`config.mk`:
```
export PLATFORM = sky130hd
export DESIGN_NAME = uart_prog_loader_flat
export DESIGN_NICKNAME = d
export VERILOG_FILES = /design/src/rtl/uart_prog_loader_if.sv /design/src/rtl/uart_prog_loader.sv /design/src/flat_wrapper.sv
export SDC_FILE = /design/constraint.sdc
export NUM_CORES = 1
export LEC_CHECK = 0
export BUFFER_PORTS_ARGS = -buffer_cell sky130_fd_sc_hd__buf_2
export CAP_MARGIN = 10
export CORE_MARGIN = 3
export CORE_UTILIZATION = 53
export DETAILED_ROUTE_END_ITERATION = 10
export PLACE_DENSITY = 0.87
export RECOVER_POWER = 100
export SYNTH_ARGS = -nofsm -noshare
export SYNTH_HDL_FRONTEND = slang
export SYNTH_SLANG_ARGS = --single-unit
```
`constraint.sdc`:
```
create_clock -name i_Clock -period 3.4 [get_ports i_Clock]
set_input_delay 0.17 -clock i_Clock [delete_from_list [all_inputs] [get_ports i_Clock]]
set_output_delay 0.17 -clock i_Clock [all_outputs]
set_load 0.1 [all_outputs]
```
`src/rtl/uart_prog_loader_if.sv`:
```
// uart_prog_loader_if: byte stream in from the UART receiver, word writes out to instruction memory.
interface uart_prog_loader_if #(
    parameter int ADDR_W = 13
);
    logic              i_Rx_DV;
    logic [7:0]        i_Rx_Byte;
    logic              o_we;
    logic [ADDR_W-1:0] o_addr;
    logic [31:0]       o_wdata;
    modport master (output i_Rx_DV, i_Rx_Byte, input o_we, o_addr, o_wdata);
    modport slave (input i_Rx_DV, i_Rx_Byte, output o_we, o_addr, o_wdata);
endinterface

```
`src/rtl/uart_prog_loader.sv`:
```
// uart_prog_loader: packs UART bytes little-endian into 32-bit words and writes them to
// consecutive instruction memory addresses until EOP, address exhaustion or enable drop.
module uart_prog_loader #(
    parameter int          ADDR_W   = 13,
    parameter logic [31:0] EOP_WORD = 32'h00000FFF
) (
    input  logic              i_Clock,
    input  logic              rst_i,
    input  logic              i_en,
    input  logic [15:0]       i_timeout_clks,
    uart_prog_loader_if.slave bus,
    output logic              o_busy,
    output logic              o_done,
    output logic              o_overflow,
    output logic              o_timeout_err
);
    typedef enum logic [1:0] {IDLE, LOAD, DONE} state_t;
    state_t            state;
    logic [1:0]        byte_cnt;
    logic [ADDR_W-1:0] word_addr;
    logic [15:0]       gap;
    logic [31:0]       shreg;
    logic [31:0]       word;
    logic              last_addr;
    logic              tmo_hit;
    // word is the shift register with the incoming byte merged into its lane
    always_comb begin
        word = shreg;
        word[{byte_cnt, 3'b000} +: 8] = bus.i_Rx_Byte;
    end
    assign last_addr = &word_addr;
    assign tmo_hit   = (i_timeout_clks != 16'd0) && (gap == i_timeout_clks - 16'd1);
    always_ff @(posedge i_Clock or posedge rst_i) begin
        if (rst_i) begin
            state         <= IDLE;
            byte_cnt      <= '0;
            word_addr     <= '0;
            gap           <= '0;
            shreg         <= '0;
            bus.o_we      <= 1'b0;
            bus.o_addr    <= '0;
            bus.o_wdata   <= '0;
            o_busy        <= 1'b0;
            o_done        <= 1'b0;
            o_overflow    <= 1'b0;
            o_timeout_err <= 1'b0;
        end else begin
            bus.o_we <= 1'b0;
            case (state)
                IDLE: begin
                    byte_cnt  <= '0;
                    word_addr <= '0;
                    gap       <= '0;
                    if (i_en) begin
                        state         <= LOAD;
                        o_busy        <= 1'b1;
                        o_overflow    <= 1'b0;
                        o_timeout_err <= 1'b0;
                    end
                end
                LOAD: begin
                    if (!i_en) begin
                        state     <= IDLE;
                        o_busy    <= 1'b0;
                        byte_cnt  <= '0;
                        word_addr <= '0;
                        gap       <= '0;
                        shreg     <= '0;
                    end else if (bus.i_Rx_DV) begin
                        shreg    <= word;
                        byte_cnt <= byte_cnt + 2'd1;
                        gap      <= '0;
                        if (byte_cnt == 2'd3) begin
                            shreg <= '0;
                            if (word == EOP_WORD) begin
                                state  <= DONE;
                                o_busy <= 1'b0;
                                o_done <= 1'b1;
                            end else begin
                                bus.o_we    <= 1'b1;
                                bus.o_addr  <= word_addr;
                                bus.o_wdata <= word;
                                // the top address is the final slot; never wrap back to 0
                                if (last_addr) begin
                                    o_overflow <= 1'b1;
                                    state      <= DONE;
                                    o_busy     <= 1'b0;
                                    o_done     <= 1'b1;
                                end else begin
                                    word_addr <= word_addr + 1'b1;
                                end
                            end
                        end
                    end else if (byte_cnt != 2'd0) begin
                        if (tmo_hit) begin
                            byte_cnt      <= '0;
                            gap           <= '0;
                            shreg         <= '0;
                            o_timeout_err <= 1'b1;
                        end else if (gap != 16'hFFFF) begin
                            gap <= gap + 16'd1;
                        end
                    end
                end
                DONE: begin
                    if (!i_en) begin
                        state  <= IDLE;
                        o_done <= 1'b0;
                    end
                end
                default: state <= IDLE;
            endcase
        end
    end
endmodule

```
`src/flat_wrapper.sv`:
```
// flat-port wrapper written by rule: the top's interface ports become plain ports
module uart_prog_loader_flat 
#(
    parameter int          ADDR_W   = 13,
    parameter logic [31:0] EOP_WORD = 32'h00000FFF
)
  (i_Clock, rst_i, i_en, i_timeout_clks, o_busy, o_done, o_overflow, o_timeout_err, bus_i_Rx_DV, bus_i_Rx_Byte, bus_o_we, bus_o_addr, bus_o_wdata);
  uart_prog_loader_if #(.ADDR_W(ADDR_W)) bus_i ();
  input  logic i_Clock;
  input  logic rst_i;
  input  logic i_en;
  input  logic [15:0] i_timeout_clks;
  output logic o_busy;
  output logic o_done;
  output logic o_overflow;
  output logic o_timeout_err;
  input wire logic [$bits(bus_i.i_Rx_DV)-1:0] bus_i_Rx_DV;
  input wire logic [$bits(bus_i.i_Rx_Byte)-1:0] bus_i_Rx_Byte;
  output wire logic [$bits(bus_i.o_we)-1:0] bus_o_we;
  output wire logic [$bits(bus_i.o_addr)-1:0] bus_o_addr;
  output wire logic [$bits(bus_i.o_wdata)-1:0] bus_o_wdata;
  assign bus_i.i_Rx_DV = bus_i_Rx_DV;
  assign bus_i.i_Rx_Byte = bus_i_Rx_Byte;
  assign bus_o_we = bus_i.o_we;
  assign bus_o_addr = bus_i.o_addr;
  assign bus_o_wdata = bus_i.o_wdata;
  uart_prog_loader #(.ADDR_W(ADDR_W), .EOP_WORD(EOP_WORD)) u_core (.i_Clock(i_Clock), .rst_i(rst_i), .i_en(i_en), .i_timeout_clks(i_timeout_clks), .bus(bus_i), .o_busy(o_busy), .o_done(o_done), .o_overflow(o_overflow), .o_timeout_err(o_timeout_err));
endmodule
```
==> flow_summary_export.csv <==
group,metric,value,unit
layout,drive_gt1_frac,0.177,
layout,nets,759,
pwr,cellLeakagePower,3.21,nW
layout,fin_area,7360,um^2
critical_path,critPathLaunchType,"register",
layout,n_fill_cell,852,
run,drv_cap,1,
routing,final_antenna_net_count,0,
clock_network,cts_buffers,17,
worst_hold_path,holdPathStages,3,
critical_path,r2r_cells,9,
synthesis,synthAdderAreaFrac,0.0181,
sta,maxSlewHeadroom,-0.464,
pwr,switching_share,0.319,
synthesis,yosys.area_share.simple,0.189,
critical_path,ff2ff_setup_slack,0.12,ns
routing,wl_per_cell,19.4,um
global_route,grt_max_degree,60,
clock_network,clk_latency,0.41,ns
pwr,peakVddDrop,300,uV
synthesis,synth-edff-count,0,
critical_path,cp.required,3.69,ns
synthesis,synth.area.top_cells,"dfrtp_1, mux2_2, o21ai_0",
sta,fin_hold_ws,0.0611,ns
synthesis,syn-num-nets,661,
synthesis,synth.avg_cell_area,9.95,um^2
floorplanning,core_area,11100,um^2
pwr,p_int,2.74,mW
run_status,violations,"capacitance limit, slew limit",
synthesis,synth_compound_area_frac,0.202,
global_route,grt_pass1_vias,5489,
routing,dr.pass1.iters,7,
sta,max_freq,305,MHz
pwr,seqPwrFrac,0.366,
global_route,gr-usage-met3,0.0566,
floorplanning,dieArea,13000,um^2
synthesis,seq_area_frac_synth,0.464,
pwr,p_switching,1.28,mW
synthesis,ys_warn_count,0,
place,io_buffers,77,
sta,hold_violations,0,
place,place_congestion,0.927,
critical_path,critPathCaptureType,"register",
clock_network,clk_pin_slew,0.05,ns
critical_path,critPathArrivalTime,3.58,ns
synthesis,ys_types,68,
clock_network,h-tree-depth,4,
layout,antenna-diode-count,0,
global_route,grt_use_total,0.267,
global_route,grt_first_pass_wirelength,27.7,mm
global_route,use_met1,0.345,
global_route,overflow,0,
sta,rsz0062_at_grt,"no",
pwr,combPwrFrac,0.218,
layout,areaGrowthSynthToFinish,18.7,%
pwr,clockPowerShare,0.415,
routing,totalWireLength,17.0,mm
sta,min_period_over_period,0.965,
routing,route.detailed.drc,0,
floorplanning,die_height,114,um
clock_network,cts_tree,"built",
global_route,busiest_layer,"met2",
sta,tightest_slew,2.19,ns
sta,fin_setup_tns,0,ns
clock_network,clockBufferDepth,2,
critical_path,crit_type,"register to register",
routing,via_per_inst,6.48,
synthesis,synth_top_flop_cell,"dfrtp_1",
synthesis,synthCells,624,
worst_hold_path,hold_end,"u_core.o_busy",
synthesis,muxShareOfSynthArea,0.0520,
worst_hold_path,hp-start,"i_en",
global_route,antenna_found_initial,0,
worst_hold_path,hp-class,"primary input to register",
synthesis,yosysTopAreaCell,"dfrtp_1",
synthesis,synth_top_cell_area_share,0.464,
routing,vias,5672,
critical_path,reg2reg_to,"u_core.word_addr[1]",
pwr,p_per_area,546,nW/um^2
routing,drt_iter0_drc,733,
synthesis,synth-seq-cells,115,
sta,drv_slew,60,
synthesis,synthArstFlopShare,1.00,
critical_path,crit_path_max_fanout,11,
floorplanning,io_pins,78,
synthesis,syn_area,6210,um^2
sta,setup_violations,0,
place,placed_area,6900,um^2
clock_network,ctsRootBufferMaster,"clkbuf_16",
sta,fin_crit,3.28,ns
run_status,status,"finished, violations left",
synthesis,synth_top_family_by_area,"compound AO/OA/AOI/OAI gates",
floorplanning,std_cell_rows,38,
synthesis,synth-xor-area-share,0.0395,
floorplanning,start_util,0.558,
critical_path,r2r_start,"u_core.byte_cnt[1]",
floorplanning,die_w,114,um
clock_network,cts_sinks,115,
sta,skew,0.00741,ns
place,post-dp-hpwl,12.0,mm
global_route,met2_usage,0.434,
==> cells in the final DEF, fill, tap and decap left out, drive strengths merged, types with 5 or more instances in the layout <==
cell	Yosys	layout
a21oi	21	21
clkinv	1	6
o2bb2ai	17	17
a22o	16	16
nor2b	18	18
and3	6	6
clkbuf	18	82
nor4bb	5	5
nor4	11	11
nor2	39	39
ha	9	9
a21o	8	8
nand4	19	19
nand2b	5	5
or3	8	8
nand2	44	44
xor2	13	13
o21ai	42	42
or4	6	6
nor3	12	12
a31oi	26	26
xnor2	15	15
nand3	15	15
dfrtp	115	115
mux2	26	26
buf	16	54
inv	18	18
==> worst max-delay path: stages, from the launching register on <==
cell      delay [ns]
dfrtp_1         0.43
inv_1           0.17
ha_1            0.39
nor4bb_1        0.37
mux2_2          0.32
nand4_1         0.12
or4_1           0.59
o21ai_1         0.30
nor3_1          0.12
a221o_1         0.35
==> through the flow <==
stage | utilization | std cells | setup slack (ns) | power [mW]
5_1_grt | 0.662 | 875 | 0.0189 | 4.16
2_1_floorplan | - | 624 | 0.186 | 2.11
6_report | 0.662 | 875 | 0.119 | 4.02
3_5_place_dp | 0.620 | 842 | 0.0677 | 2.36
4_1_cts | 0.671 | 875 | 0.0847 | 4.03
3_3_place_gp | 0.620 | 842 | 0.186 | 2.33
==> synth_stat cells, types with 13 or more instances <==
cell and instances:
a22o_1 16, nor2_1 38, nor2b_1 18, nand4_1 18, clkbuf_1 18, a31oi_1 26, a21oi_1 21, o2bb2ai_1 17
inv_1 17, nand3_1 15, dfrtp_1 115, mux2_2 26, o21ai_0 41, xnor2_1 15, xor2_1 13, nand2_1 44
==> kinds of logic after synthesis <==
family                     count (synthesis)
AOI/OAI and AO/OA                        178
xor gates and xnor gates                  28
adders and majority gates                  9
buffers and inverters                     53
DFF                                      115
muxes                                     29
and+or+nand+nor                          212
==> power groups by stage <==
stage / clock (mW) / combinational (mW) / sequential, mW
after floorplan: 0 / 0.410 / 1.70
after global placement: 0 / 0.840 / 1.49
after detailed placement: 0 / 0.868 / 1.49
after CTS: 1.69 / 0.874 / 1.47
after global routing: 1.76 / 0.926 / 1.48
final: 1.67 / 0.878 / 1.47
==> registers in the layout, summed over array words and instances, names as in the netlist <==
name and cells:
u_core.shreg 32, u_core.bus.o_wdata 32, u_core.byte_cnt 2, u_core.bus.o_we 1, u_core.gap 16, u_core.o_done 1, u_core.state 2, u_core.o_overflow 1
u_core.word_addr 13, u_core.o_busy 1, u_core.bus.o_addr 13, u_core.o_timeout_err 1
==> routing by layer <==
| layer | vias to the layer above | wire length (um) |
|---|---|---|
| li1 | 2534 | - |
| met2 | 336 | 8350 |
| met3 | 50 | 1440 |
| met5 | - | 0 |
| met1 | 2752 | 6710 |
| met4 | 0 | 477 |
==> final cells by class <==
class | instances | area [um^2] | area share
Clock inverter | 8 | 77.6 | 0.0105
Multi-Input combinational cell | 456 | 3090 | 0.420
Tap cell | 140 | 175 | 0.0238
Clock buffer | 24 | 482 | 0.0654
Timing Repair Buffer | 113 | 587 | 0.0797
Sequential cell | 115 | 2880 | 0.391
Inverter | 19 | 71.3 | 0.00968
==> what timing repair did <==
| item | 4_1_cts | 5_1_grt |
|---|---|---|
| setup endpoints to repair | 0 | 39 |
| setup buffers | 0 | 0 |
| hold buffers | 1 | 0 |
| gates resized for setup | 0 | 3 |
| endpoints found under the hold margin | 57 | 0 |
==> worst max path at each step <==
stage | startpoint | endpoint | slack (ns)
finish | u_core.byte_cnt[1] | u_core.word_addr[1] | 0.12
global route | u_core.byte_cnt[1] | u_core.word_addr[3] | 0.02
CTS | u_core.byte_cnt[1] | u_core.word_addr[1] | 0.08
detailed placement | i_timeout_clks[0] | u_core.shreg[8] | 0.07
global placement | i_timeout_clks[0] | u_core.shreg[8] | 0.19
floorplan | rst_i | u_core.bus.o_addr[0] | 0.19
(Power assumes the default switching activity.)
